--- src/rtl/qr_scan_pkg.sv ---
// qr_scan_pkg: shared types, widths and ratio constants for the
// QR finder line scanner (optional counters: FINDER_MATCH_COUNT_EN).
package qr_scan_pkg;

  typedef enum logic [1:0] {
    IDLE,
    ROWS,
    COLS,
    DRAIN
  } scan_state_t;

  localparam int RUN_W   = 9;
  localparam int TOTAL_W = 12;
  localparam int ADDR_W  = 20;
  localparam int COORD_W = 9;
  localparam int EVAL_W  = 14;
  localparam int MAX_DIM = 480;

  localparam logic [EVAL_W-1:0] RATIO_UNIT = 14'd7;
  localparam logic [EVAL_W-1:0] RATIO_CORE = 14'd3;
  localparam logic [EVAL_W-1:0] MIN_TOTAL  = 14'd7;
  localparam int OUTER_TOL_SHIFT = 1;
  localparam int CORE_TOL_SHIFT  = 0;

  typedef struct packed {
    logic [RUN_W-1:0] len;
    logic             color;
  } run_t;

  typedef struct packed {
    logic               valid;
    logic               phase;
    logic               first;
    logic               last;
    logic [COORD_W-1:0] coord;
  } scan_tag_t;

  function automatic logic [EVAL_W-1:0] abs_diff(
    input logic [EVAL_W-1:0] a,
    input logic [EVAL_W-1:0] b
  );
    return (a > b) ? (a - b) : (b - a);
  endfunction

  // Outer runs: |7r - T| <= T/2
  function automatic logic outer_ok(
    input logic [RUN_W-1:0]  r,
    input logic [EVAL_W-1:0] t
  );
    logic [EVAL_W-1:0] s;
    s = RATIO_UNIT * EVAL_W'(r);
    return abs_diff(s, t) <= (t >> OUTER_TOL_SHIFT);
  endfunction

  // Core run: |7r - 3T| <= T
  function automatic logic core_ok(
    input logic [RUN_W-1:0]  r,
    input logic [EVAL_W-1:0] t
  );
    logic [EVAL_W-1:0] s;
    logic [EVAL_W-1:0] u;
    s = RATIO_UNIT * EVAL_W'(r);
    u = RATIO_CORE * t;
    return abs_diff(s, u) <= (t >> CORE_TOL_SHIFT);
  endfunction

endpackage

--- src/rtl/run_ratio_tracker.sv ---
// run_ratio_tracker: per-pixel run-length history along one line,
// flags a 1:1:3:1:1 B/W/B/W/B match and its centre coordinate.
module run_ratio_tracker
  import qr_scan_pkg::*;
(
  input  logic               clk_in,
  input  logic               rst_in,
  input  logic               valid_in,
  input  logic               pixel_in,
  input  logic [COORD_W-1:0] coord_in,
  input  logic               first_in,
  input  logic               last_in,
  output logic               match_out,
  output logic [COORD_W-1:0] center_out
);

  run_t [4:0]         hist_q, hist_d;
  logic [2:0]         cnt_q, cnt_d;
  run_t               cur_q, cur_d;
  logic               match_q, match_d;
  logic [COORD_W-1:0] center_q, center_d;

  run_t [4:0]         base_h, eval_h;
  logic [2:0]         base_cnt, eval_cnt;
  run_t               base_cur, fresh;
  logic               change, close_black, end_black;
  logic               colors_ok, ratio_ok;
  logic [TOTAL_W-1:0] tot;
  logic [EVAL_W-1:0]  t14;
  logic [COORD_W-1:0] end_c;

  function automatic logic [2:0] bump(input logic [2:0] c);
    return (c == 3'd5) ? c : c + 3'd1;
  endfunction

  // Run extension / closure and ratio evaluation for the incoming pixel
  always_comb begin
    base_h   = hist_q;
    base_cnt = cnt_q;
    base_cur = cur_q;
    if (first_in) begin
      base_h   = '0;
      base_cnt = '0;
      base_cur = '0;
    end
    change      = (base_cur.len != '0) && (base_cur.color != pixel_in);
    fresh.len   = RUN_W'(1);
    fresh.color = pixel_in;
    hist_d = base_h;
    cnt_d  = base_cnt;
    cur_d  = base_cur;
    if (change) begin
      hist_d = {base_h[3:0], base_cur};
      cnt_d  = bump(base_cnt);
    end
    if (change || base_cur.len == '0) begin
      cur_d = fresh;
    end else if (base_cur.len != '1) begin
      cur_d.len = base_cur.len + RUN_W'(1);
    end
    // A black run closes on a black->white step or at a black line end
    close_black = change && pixel_in;
    end_black   = last_in && !pixel_in;
    eval_h   = hist_d;
    eval_cnt = cnt_d;
    if (end_black) begin
      eval_h   = {hist_d[3:0], cur_d};
      eval_cnt = bump(cnt_d);
    end
    colors_ok = {eval_h[4].color, eval_h[3].color, eval_h[2].color,
                 eval_h[1].color, eval_h[0].color} == 5'b01010;
    tot = TOTAL_W'(eval_h[0].len) + TOTAL_W'(eval_h[1].len)
        + TOTAL_W'(eval_h[2].len) + TOTAL_W'(eval_h[3].len)
        + TOTAL_W'(eval_h[4].len);
    t14 = EVAL_W'(tot);
    ratio_ok = (t14 >= MIN_TOTAL)
             && outer_ok(eval_h[0].len, t14)
             && outer_ok(eval_h[1].len, t14)
             && core_ok(eval_h[2].len, t14)
             && outer_ok(eval_h[3].len, t14)
             && outer_ok(eval_h[4].len, t14);
    match_d = valid_in && (close_black || end_black)
            && (eval_cnt == 3'd5) && colors_ok && ratio_ok;
    // Exclusive end of the last black run, walked back to the core start
    end_c = coord_in + COORD_W'(end_black);
    center_d = end_c - COORD_W'(eval_h[0].len)
             - COORD_W'(eval_h[1].len) - COORD_W'(eval_h[2].len)
             + COORD_W'(eval_h[2].len >> 1);
  end

  // History registers advance only on valid pixels
  always_ff @(posedge clk_in) begin
    if (rst_in) begin
      hist_q   <= '0;
      cnt_q    <= '0;
      cur_q    <= '0;
      match_q  <= 1'b0;
      center_q <= '0;
    end else begin
      if (valid_in) begin
        hist_q <= hist_d;
        cnt_q  <= cnt_d;
        cur_q  <= cur_d;
      end
      match_q  <= match_d;
      center_q <= center_d;
    end
  end

  assign match_out  = match_q;
  assign center_out = center_q;

endmodule

--- src/rtl/finder_line_scanner.sv ---
// finder_line_scanner: row then column BRAM scan for finder patterns.
// Define FINDER_MATCH_COUNT_EN to add per-phase match counters.
module finder_line_scanner
  import qr_scan_pkg::*;
#(
  parameter int HEIGHT       = 480,
  parameter int WIDTH        = 480,
  parameter int READ_LATENCY = 2
) (
  input  logic               clk_in,
  input  logic               rst_in,
  input  logic               start_in,
  input  logic               pixel_in,
  output logic [ADDR_W-1:0]  address_out,
  output logic [MAX_DIM-1:0] horz_patterns,
  output logic [MAX_DIM-1:0] vert_patterns,
  output logic               busy_out,
  output logic               done_out
`ifdef FINDER_MATCH_COUNT_EN
  ,
  output logic [15:0]        horz_match_count,
  output logic [15:0]        vert_match_count
`endif
);

  localparam logic [COORD_W-1:0] LAST_X = COORD_W'(WIDTH - 1);
  localparam logic [COORD_W-1:0] LAST_Y = COORD_W'(HEIGHT - 1);
  localparam logic [ADDR_W-1:0]  STEP_Y = ADDR_W'(WIDTH);
  localparam int DRAIN_W = $clog2(READ_LATENCY + 1) + 1;
  localparam logic [DRAIN_W-1:0] DRAIN_LAST = DRAIN_W'(READ_LATENCY);

  scan_state_t        state_q, state_d;
  logic [COORD_W-1:0] along_q, along_d;
  logic [COORD_W-1:0] line_q, line_d;
  logic [ADDR_W-1:0]  addr_q, addr_d;
  logic [DRAIN_W-1:0] drain_q, drain_d;
  logic               done_q, done_d;
  logic [MAX_DIM-1:0] horz_q, horz_d;
  logic [MAX_DIM-1:0] vert_q, vert_d;
  logic               mphase_q, mphase_d;

  scan_tag_t [READ_LATENCY-1:0] tag_q, tag_d;
  scan_tag_t          cur_tag, tag_out;
  logic               match;
  logic [COORD_W-1:0] center;

`ifdef FINDER_MATCH_COUNT_EN
  logic [15:0] hcnt_q, hcnt_d;
  logic [15:0] vcnt_q, vcnt_d;
`endif

  assign tag_out = tag_q[READ_LATENCY-1];

  // Tag for the address currently on the bus, delayed to meet its data
  always_comb begin
    cur_tag.valid = (state_q == ROWS) || (state_q == COLS);
    cur_tag.phase = (state_q == COLS);
    cur_tag.first = (along_q == '0);
    cur_tag.last  = (state_q == COLS) ? (along_q == LAST_Y)
                                      : (along_q == LAST_X);
    cur_tag.coord = along_q;
    tag_d[0] = cur_tag;
    for (int i = 1; i < READ_LATENCY; i++) begin
      tag_d[i] = tag_q[i-1];
    end
    mphase_d = tag_out.phase;
  end

  run_ratio_tracker u_tracker (
    .clk_in     (clk_in),
    .rst_in     (rst_in),
    .valid_in   (tag_out.valid),
    .pixel_in   (pixel_in),
    .coord_in   (tag_out.coord),
    .first_in   (tag_out.first),
    .last_in    (tag_out.last),
    .match_out  (match),
    .center_out (center)
  );

  // Scan sequencer and candidate vector update
  always_comb begin
    state_d = state_q;
    along_d = along_q;
    line_d  = line_q;
    addr_d  = addr_q;
    drain_d = drain_q;
    done_d  = 1'b0;
    horz_d  = horz_q;
    vert_d  = vert_q;
`ifdef FINDER_MATCH_COUNT_EN
    hcnt_d = hcnt_q;
    vcnt_d = vcnt_q;
`endif
    if (match && center < COORD_W'(MAX_DIM)) begin
      if (mphase_q) vert_d[center] = 1'b1;
      else          horz_d[center] = 1'b1;
    end
`ifdef FINDER_MATCH_COUNT_EN
    if (match && !mphase_q && hcnt_q != 16'hFFFF) hcnt_d = hcnt_q + 16'd1;
    if (match &&  mphase_q && vcnt_q != 16'hFFFF) vcnt_d = vcnt_q + 16'd1;
`endif
    unique case (state_q)
      IDLE: begin
        if (start_in) begin
          state_d = ROWS;
          along_d = '0;
          line_d  = '0;
          addr_d  = '0;
          horz_d  = '0;
          vert_d  = '0;
`ifdef FINDER_MATCH_COUNT_EN
          hcnt_d = '0;
          vcnt_d = '0;
`endif
        end
      end
      ROWS: begin
        addr_d = addr_q + ADDR_W'(1);
        if (along_q == LAST_X) begin
          along_d = '0;
          line_d  = line_q + COORD_W'(1);
          if (line_q == LAST_Y) begin
            state_d = COLS;
            line_d  = '0;
            addr_d  = '0;
          end
        end else begin
          along_d = along_q + COORD_W'(1);
        end
      end
      COLS: begin
        if (along_q == LAST_Y) begin
          along_d = '0;
          line_d  = line_q + COORD_W'(1);
          addr_d  = ADDR_W'(line_q) + ADDR_W'(1);
          if (line_q == LAST_X) begin
            state_d = DRAIN;
            addr_d  = '0;
            drain_d = '0;
          end
        end else begin
          along_d = along_q + COORD_W'(1);
          addr_d  = addr_q + STEP_Y;
        end
      end
      DRAIN: begin
        drain_d = drain_q + DRAIN_W'(1);
        if (drain_q == DRAIN_LAST) begin
          state_d = IDLE;
          done_d  = 1'b1;
        end
      end
    endcase
  end

  // State, address, tag pipeline and result registers
  always_ff @(posedge clk_in) begin
    if (rst_in) begin
      state_q  <= IDLE;
      along_q  <= '0;
      line_q   <= '0;
      addr_q   <= '0;
      drain_q  <= '0;
      done_q   <= 1'b0;
      horz_q   <= '0;
      vert_q   <= '0;
      mphase_q <= 1'b0;
      tag_q    <= '0;
`ifdef FINDER_MATCH_COUNT_EN
      hcnt_q <= '0;
      vcnt_q <= '0;
`endif
    end else begin
      state_q  <= state_d;
      along_q  <= along_d;
      line_q   <= line_d;
      addr_q   <= addr_d;
      drain_q  <= drain_d;
      done_q   <= done_d;
      horz_q   <= horz_d;
      vert_q   <= vert_d;
      mphase_q <= mphase_d;
      tag_q    <= tag_d;
`ifdef FINDER_MATCH_COUNT_EN
      hcnt_q <= hcnt_d;
      vcnt_q <= vcnt_d;
`endif
    end
  end

  assign address_out   = addr_q;
  assign horz_patterns = horz_q;
  assign vert_patterns = vert_q;
  assign done_out      = done_q;
  assign busy_out      = (state_q != IDLE) || done_q;
`ifdef FINDER_MATCH_COUNT_EN
  assign horz_match_count = hcnt_q;
  assign vert_match_count = vcnt_q;
`endif

endmodule

--- config.mk ---
export PLATFORM = sky130hd
export DESIGN_NAME = finder_line_scanner
export DESIGN_NICKNAME = d
export VERILOG_FILES = /design/src/rtl/qr_scan_pkg.sv /design/src/rtl/run_ratio_tracker.sv /design/src/rtl/finder_line_scanner.sv
export SDC_FILE = /design/constraint.sdc
export NUM_CORES = 2
export LEC_CHECK = 0
export CAP_MARGIN = 20
export CORE_AREA = 2 2 389 391
export DETAILED_ROUTE_END_ITERATION = 10
export DIE_AREA = 0 0 391 393
export PLACE_DENSITY_LB_ADDON = 0.08
export SYNTH_ARGS = -nofsm -noshare
export SYNTH_HDL_FRONTEND = slang
export SYNTH_SLANG_ARGS = --single-unit
--- constraint.sdc ---
create_clock -name clk_in -period 19.6 [get_ports clk_in]
set_input_delay 3.92 -clock clk_in [delete_from_list [all_inputs] [get_ports clk_in]]
set_output_delay 3.92 -clock clk_in [all_outputs]
set_load 0.03 [all_outputs]
; ---- Word-level counts from Yosys, hierarchy flattened
; Index checks and enable logic that the tools add are counted.
; Widths: inputs -> output; s select.
[word_totals]
output_inout_bits = 982
regBits = 1104
in_bits = 4
wordCells = 188
[op_classes]
n_eq_ne = 18
mul = 6
addsub = 28
magnitude_cmp = 14
bitwise_logic = 3
muxes = 51
reduce_logical = 34
[op_table]
columns = operator, count
row1 = $mux 480, 8
row2 = $or 480x480->480, 2
row3 = $mux 50, 3
row4 = $sub 12x12->13, 8
row5 = $mux 20, 4
row6 = $mux 14, 5
row7 = $mux 9, 7
row8 = $mul 3x9->12 const A, 5
row9 = $pmux 20 s3, 1
row10 = $le 14x11->1, 4
row11 = $gt 12x12->1, 4
row12 = $add 12x9->12, 3
row13 = $add 9x1->9 const B, 3
row14 = $pmux 9 s3, 1
row15 = $sub 9x9->9, 3
row16 = $mux 3, 7
row17 = $add 20x1->20 const B, 1
row18 = $add 20x9->20 const B, 1
row19 = $mux 10, 2
row20 = $eq 9x9->1 const B, 2
row21 = $logic_not 9->1, 2
row22 = $pmux 9 s2, 1
row23 = $gt 12x14->1, 1
row24 = $le 14x12->1, 1
row25 = other kinds (39), 75

; ---- Logic depth before layout (Yosys ltp)
[depth]
depth_word = 19
mapped_depth = 61
ltp_nobuf = 56

; ---- Hierarchy
; A second synthesis with hierarchy kept.
[unflattened]
cells_unflattened = 5796
hier_area_um2 = 49557.5
[modules_own_cells]
columns = mod, n_inst, seq_area_each_um2, area_each_um2, cells_per_inst
row1 = finder_line_scanner, 1, 20639.8, 33347.0, 3744
row2 = run_ratio_tracker, 1, 1441.4, 16210.5, 2052

; ---- Worst setup path before layout
; No wires, ideal clock.
[synth_path]
kind = in2reg
start = input port pixel_in
end = register u_tracker.match_q, in the netlist u_tracker.match_out
stages = 53
arrival_ns = 15.223
path_buffers = 6
slack_ns = 4.290
required_ns = 19.513
setup_ns = 0.087
cell_sequence = buf_4 -> xnor2_1 -> o21a_1 -> nor2_1 -> buf_1 -> nor2_1 -> clkbuf_1 -> nand2_1 -> a31oi_1 -> ha_1 -> nand2_1 -> nand2_1 -> a21oi_1 -> o21bai_1 -> a21oi_1 -> xnor2_1 -> fa_1 -> inv_1 -> [... 17 more ...] -> o21ai_0 -> o21ai_0 -> nand4_1 -> buf_2 -> buf_2 -> mux2_2 -> ha_1 -> nor2b_1 -> o21a_1 -> o21ai_0 -> a211oi_1 -> o31ai_1 -> a31o_2 -> o41ai_1 -> mux2_2 -> a2111oi_0 -> o2111ai_1 -> nor4b_2
[synth_via]
elab_chain_cells = 18
elab_cells_between_ends = 63
classes_between = add/sub: 15 / mul: 6 / order compare: 11 / eq/ne: 4 / mux: 12 / reduce/logical: 15
[synth_rtl]
columns = element, line_no
row1 = from (decl), finder_line_scanner.sv:13  ; input logic pixel_in,
row2 = "parallel branches: the longest is 17 deep, another holds $mul 2x12->14", --
row3 = $logic_and 1x1->1 (*), run_ratio_tracker.sv:83  ; && (eval_cnt == 3'd5) && colors_ok && ratio_ok;
row4 = to (signal assigned), run_ratio_tracker.sv:105  ; match_q <= match_d;
row5 = to (decl), run_ratio_tracker.sv:20  ; logic match_q, match_d;
; Mark *: on every way between the ends.
; A chain may end at the register's enable or synchronous reset.

; ---- Final worst setup path
; Ends and elaborated chain as after synthesis.

==> out/metrics.csv <==
stage,metric,value,unit
status,outcome,"finished, final reports clean",
clocking,cts-resized-gates,0,
placement,dp.cells,8494,
final_layout,instances_no_fill,8721,
timing,fmax,59.9,MHz
critical_path,cp.arrival,17.32,ns
synth,yosysWarnings,0,
placement,gp_congestion,0.919,
floorplan,dieArea,0.154,mm2
critical_path,cp_data_required_time,20.23,ns
floorplan,die-width,391,um
synth,synth.avg_cell_area,8.43,um2
clocking,h-tree-depth,3,
critical_path,cp-end-kind,flop,
worst_hold_path,holdPathStages,1,
global_routing,grt_antenna_before_repair,16,
run,drv_cap,0,
synth,synth_flop_cell,dfxtp_1,
power,intPower,0.00362,W
critical_path,crit_fanout,37,
route,routedWlPerCell,27.6,um
floorplan,start_util,0.329,
clocking,cts_tree,yes,
floorplan,core_area,0.149,mm2
final_layout,register_area,0.0221,mm2
clocking,root_buffer,clkbuf_16,
clocking,clk_pin_slew,0.06,ns
power,power_density,76.8,mW/mm2
power,swShare,0.280,
critical_path,crit_type,in2reg,
power,p_sw,0.00141,W
route,vias_per_cell,5.27,
synth,synthesis.area,0.0491,mm2
synth,async_reset_ff_frac,0,
power,p_comb_frac,0.100,
synth,synth_area_leaders,"dfxtp_1 45%, a21oi_1 12%, nor2_1 9.7%, ha_1 7.4%, fa_1 4.1%",
final_layout,layout.nets,7072,
timing,finClkSkew,0.0830,ns
clocking,cts_hold_buffers,0,
worst_hold_path,hp-class,reg2reg,
route,detail-route-antenna-nets,0,
timing,period_share,0.852,
final_layout,multi_input_area,0.0252,mm2
timing,period_minus_slack,16.69,ns
route,wl,241000,um
floorplan,pin_count,986,
power,p_clk_frac,0.448,
timing,slew_violations,0,
route,firstDrtPassIters,6,
timing,tns,0,ns
clocking,clock_sinks,1104,
placement,place_hpwl,180000,um
critical_path,path_depth,54,
timing,rsz0062_at_grt,no,
global_routing,grt_pass1_wl,330000,um
global_routing,grt_pass1_vias,42000,
clocking,insertion_delay,0.79,ns
global_routing,grt_usage,0.299,
final_layout,final.fill_count,14900,
clocking,clockBufferDepth,3,
synth,synth.largest_area_cell,dfxtp_1,
final_layout,final_layout_size_suffix_gt1_frac,0.0735,
power,p_seq_frac,0.452,
global_routing,grt_overflow,0,
floorplan,rows,142,
synth,synth_top_area_share,0.450,
critical_path,path_delay_family,compound AO/OA/AOI/OAI gates,
clocking,cts_buffers,119,
synth,synth_edf_count,0,
synth,ys_ff_latch,1104,
critical_path,slowest_delay,0.62,ns
critical_path,r2r.worst_path.cells,59,
timing,slew-limit-headroom,0.128,
clocking,cts_setup_buffers,0,
synth,synthDistinctLibCells,97,
route,drcViolationCount,0,
timing,finalSetupViolCount,0,
global_routing,grt_max_degree,226,
critical_path,critical_path_buf_inv_count,8,
placement,io_buffers,985,
power,leakagePower,24.7,nW
synth,synth_cells,5829,
critical_path,r2r_slack,5.18,ns
timing,final-hold-violation-count,0,
route,drtIter0Drc,3970,
final_layout,syn_to_final_growth,33.3,%
floorplan,die_y,393,um
critical_path,slowest_stage,clkdlybuf4s50_1,
route,num_vias,46000,
synth,ys_seq_area_frac,0.450,
timing,tightest_slew,1.29,ns
synth,syn_nets,6225,
critical_path,cp-start-kind,input pin,
power,vdd_ir_drop_max,0.0693,mV
metal layers:
metal | track usage | vias to the layer above | share of wire
met5 | 0 | - | 0.000042
met3 | 0.0716 | 348 | 0.080
met1 | 0.380 | 22500 | 0.42
met4 | 0.123 | 2 | 0.044
li1 | - | 21400 | -
met2 | 0.485 | 1722 | 0.46
power groups by stage:
stage          Combinational [W]  Sequential, W  Clock [W]
2_1_floorplan           0.000333        0.00232          0
3_3_place_gp            0.000499        0.00232          0
3_5_place_dp            0.000498        0.00232          0
4_1_cts                 0.000499        0.00227    0.00230
5_1_grt                 0.000540        0.00228    0.00239
6_report                0.000502        0.00228    0.00225
registers in the layout, summed over array words and instances, names as in the netlist, 2 cells and up:
signal,count
state_q,2
drain_q,3
tag_d,13
u_tracker.cur_q,10
along_q,9
vert_patterns,480
line_q,9
u_tracker.cnt_q,3
u_tracker.center_out,9
horz_patterns,480
tag_out,12
address_out,20
u_tracker.hist_q,50
per-stage QoR:
step	power (W)	setup WS [ns]	area [um2]	hold WS (ns)	utilization
floorplan	0.00265	4.29	49100	0.414	-
global placement	0.00282	2.37	61400	0.418	0.411
detailed placement	0.00282	2.11	61500	0.421	0.412
CTS	0.00507	2.86	65400	0.437	0.438
global route	0.00521	1.71	65500	0.449	0.439
finish	0.00503	2.91	65500	0.437	0.439
final timing paths:
check | start | endpoint
setup reg to reg | tag_out[10]$_SDFF_PP0_ | u_tracker.match_out$_SDFF_PP0_
setup / recovery | pixel_in | u_tracker.match_out$_SDFF_PP0_
hold / removal | tag_d[18]$_SDFF_PP0_ | tag_out[5]$_SDFF_PP0_
hold reg to reg | tag_d[18]$_SDFF_PP0_ | tag_out[5]$_SDFF_PP0_
synthesized netlist by cell type (10+ instances only):
library cell	number
inv_1	254
a21o_1	55
dfxtp_1	1104
mux2_2	18
o21ai_0	100
nand4_1	26
o21bai_1	37
clkbuf_1	364
nand2b_1	15
nand3_1	76
a22oi_1	69
and3_1	20
and2_1	15
nor3_1	63
o31ai_1	11
a211oi_1	26
mux2i_1	42
or2_2	12
nor2_1	1269
fa_1	100
o21a_1	16
nand3b_1	14
a31oi_1	22
xnor2_1	99
o221ai_1	11
nor2b_1	58
xor2_1	42
buf_2	10
nand2_1	236
o211ai_1	14
a21oi_1	1150
ha_1	292
o22ai_1	19
or3_1	13
cell type report:
class                           count  area share
Antenna cell                        2   0.0000764
Timing Repair Buffer             1109       0.166
Inverter                          259      0.0148
Clock inverter                     44     0.00730
Multi-Input combinational cell   4083       0.384
Sequential cell                  1104       0.337
Clock buffer                      176      0.0527
Tap cell                         1944      0.0371
cells by family (layout without fill, tap and decap cells):
group                      after synthesis  after routing  share of synthesized area
muxes                                   62             62                     0.0132
adders and majority gates              393            393                      0.115
and+or+nand+nor                       1873           1873                      0.162
other                                    0              2                          0
buffers and inverters                  642           1588                     0.0496
DFF                                   1104           1104                      0.450
xor gates and xnor gates               142            142                     0.0257
AOI/OAI and AO/OA                     1613           1613                      0.185
layout by cell type (no fill, tap or decap), types with 69 or more instances in the layout:
master	count
xnor2_1	97
a22oi_1	69
nor2_1	1188
o21ai_0	98
clkbuf_16	119
a21oi_1	1150
buf_4	113
inv_1	254
dfxtp_1	1104
ha_1	292
nand2_1	235
fa_1	100
nand3_1	76
clkdlybuf4s50_1	984
Note: power is estimated with default switching activity, not from simulation.
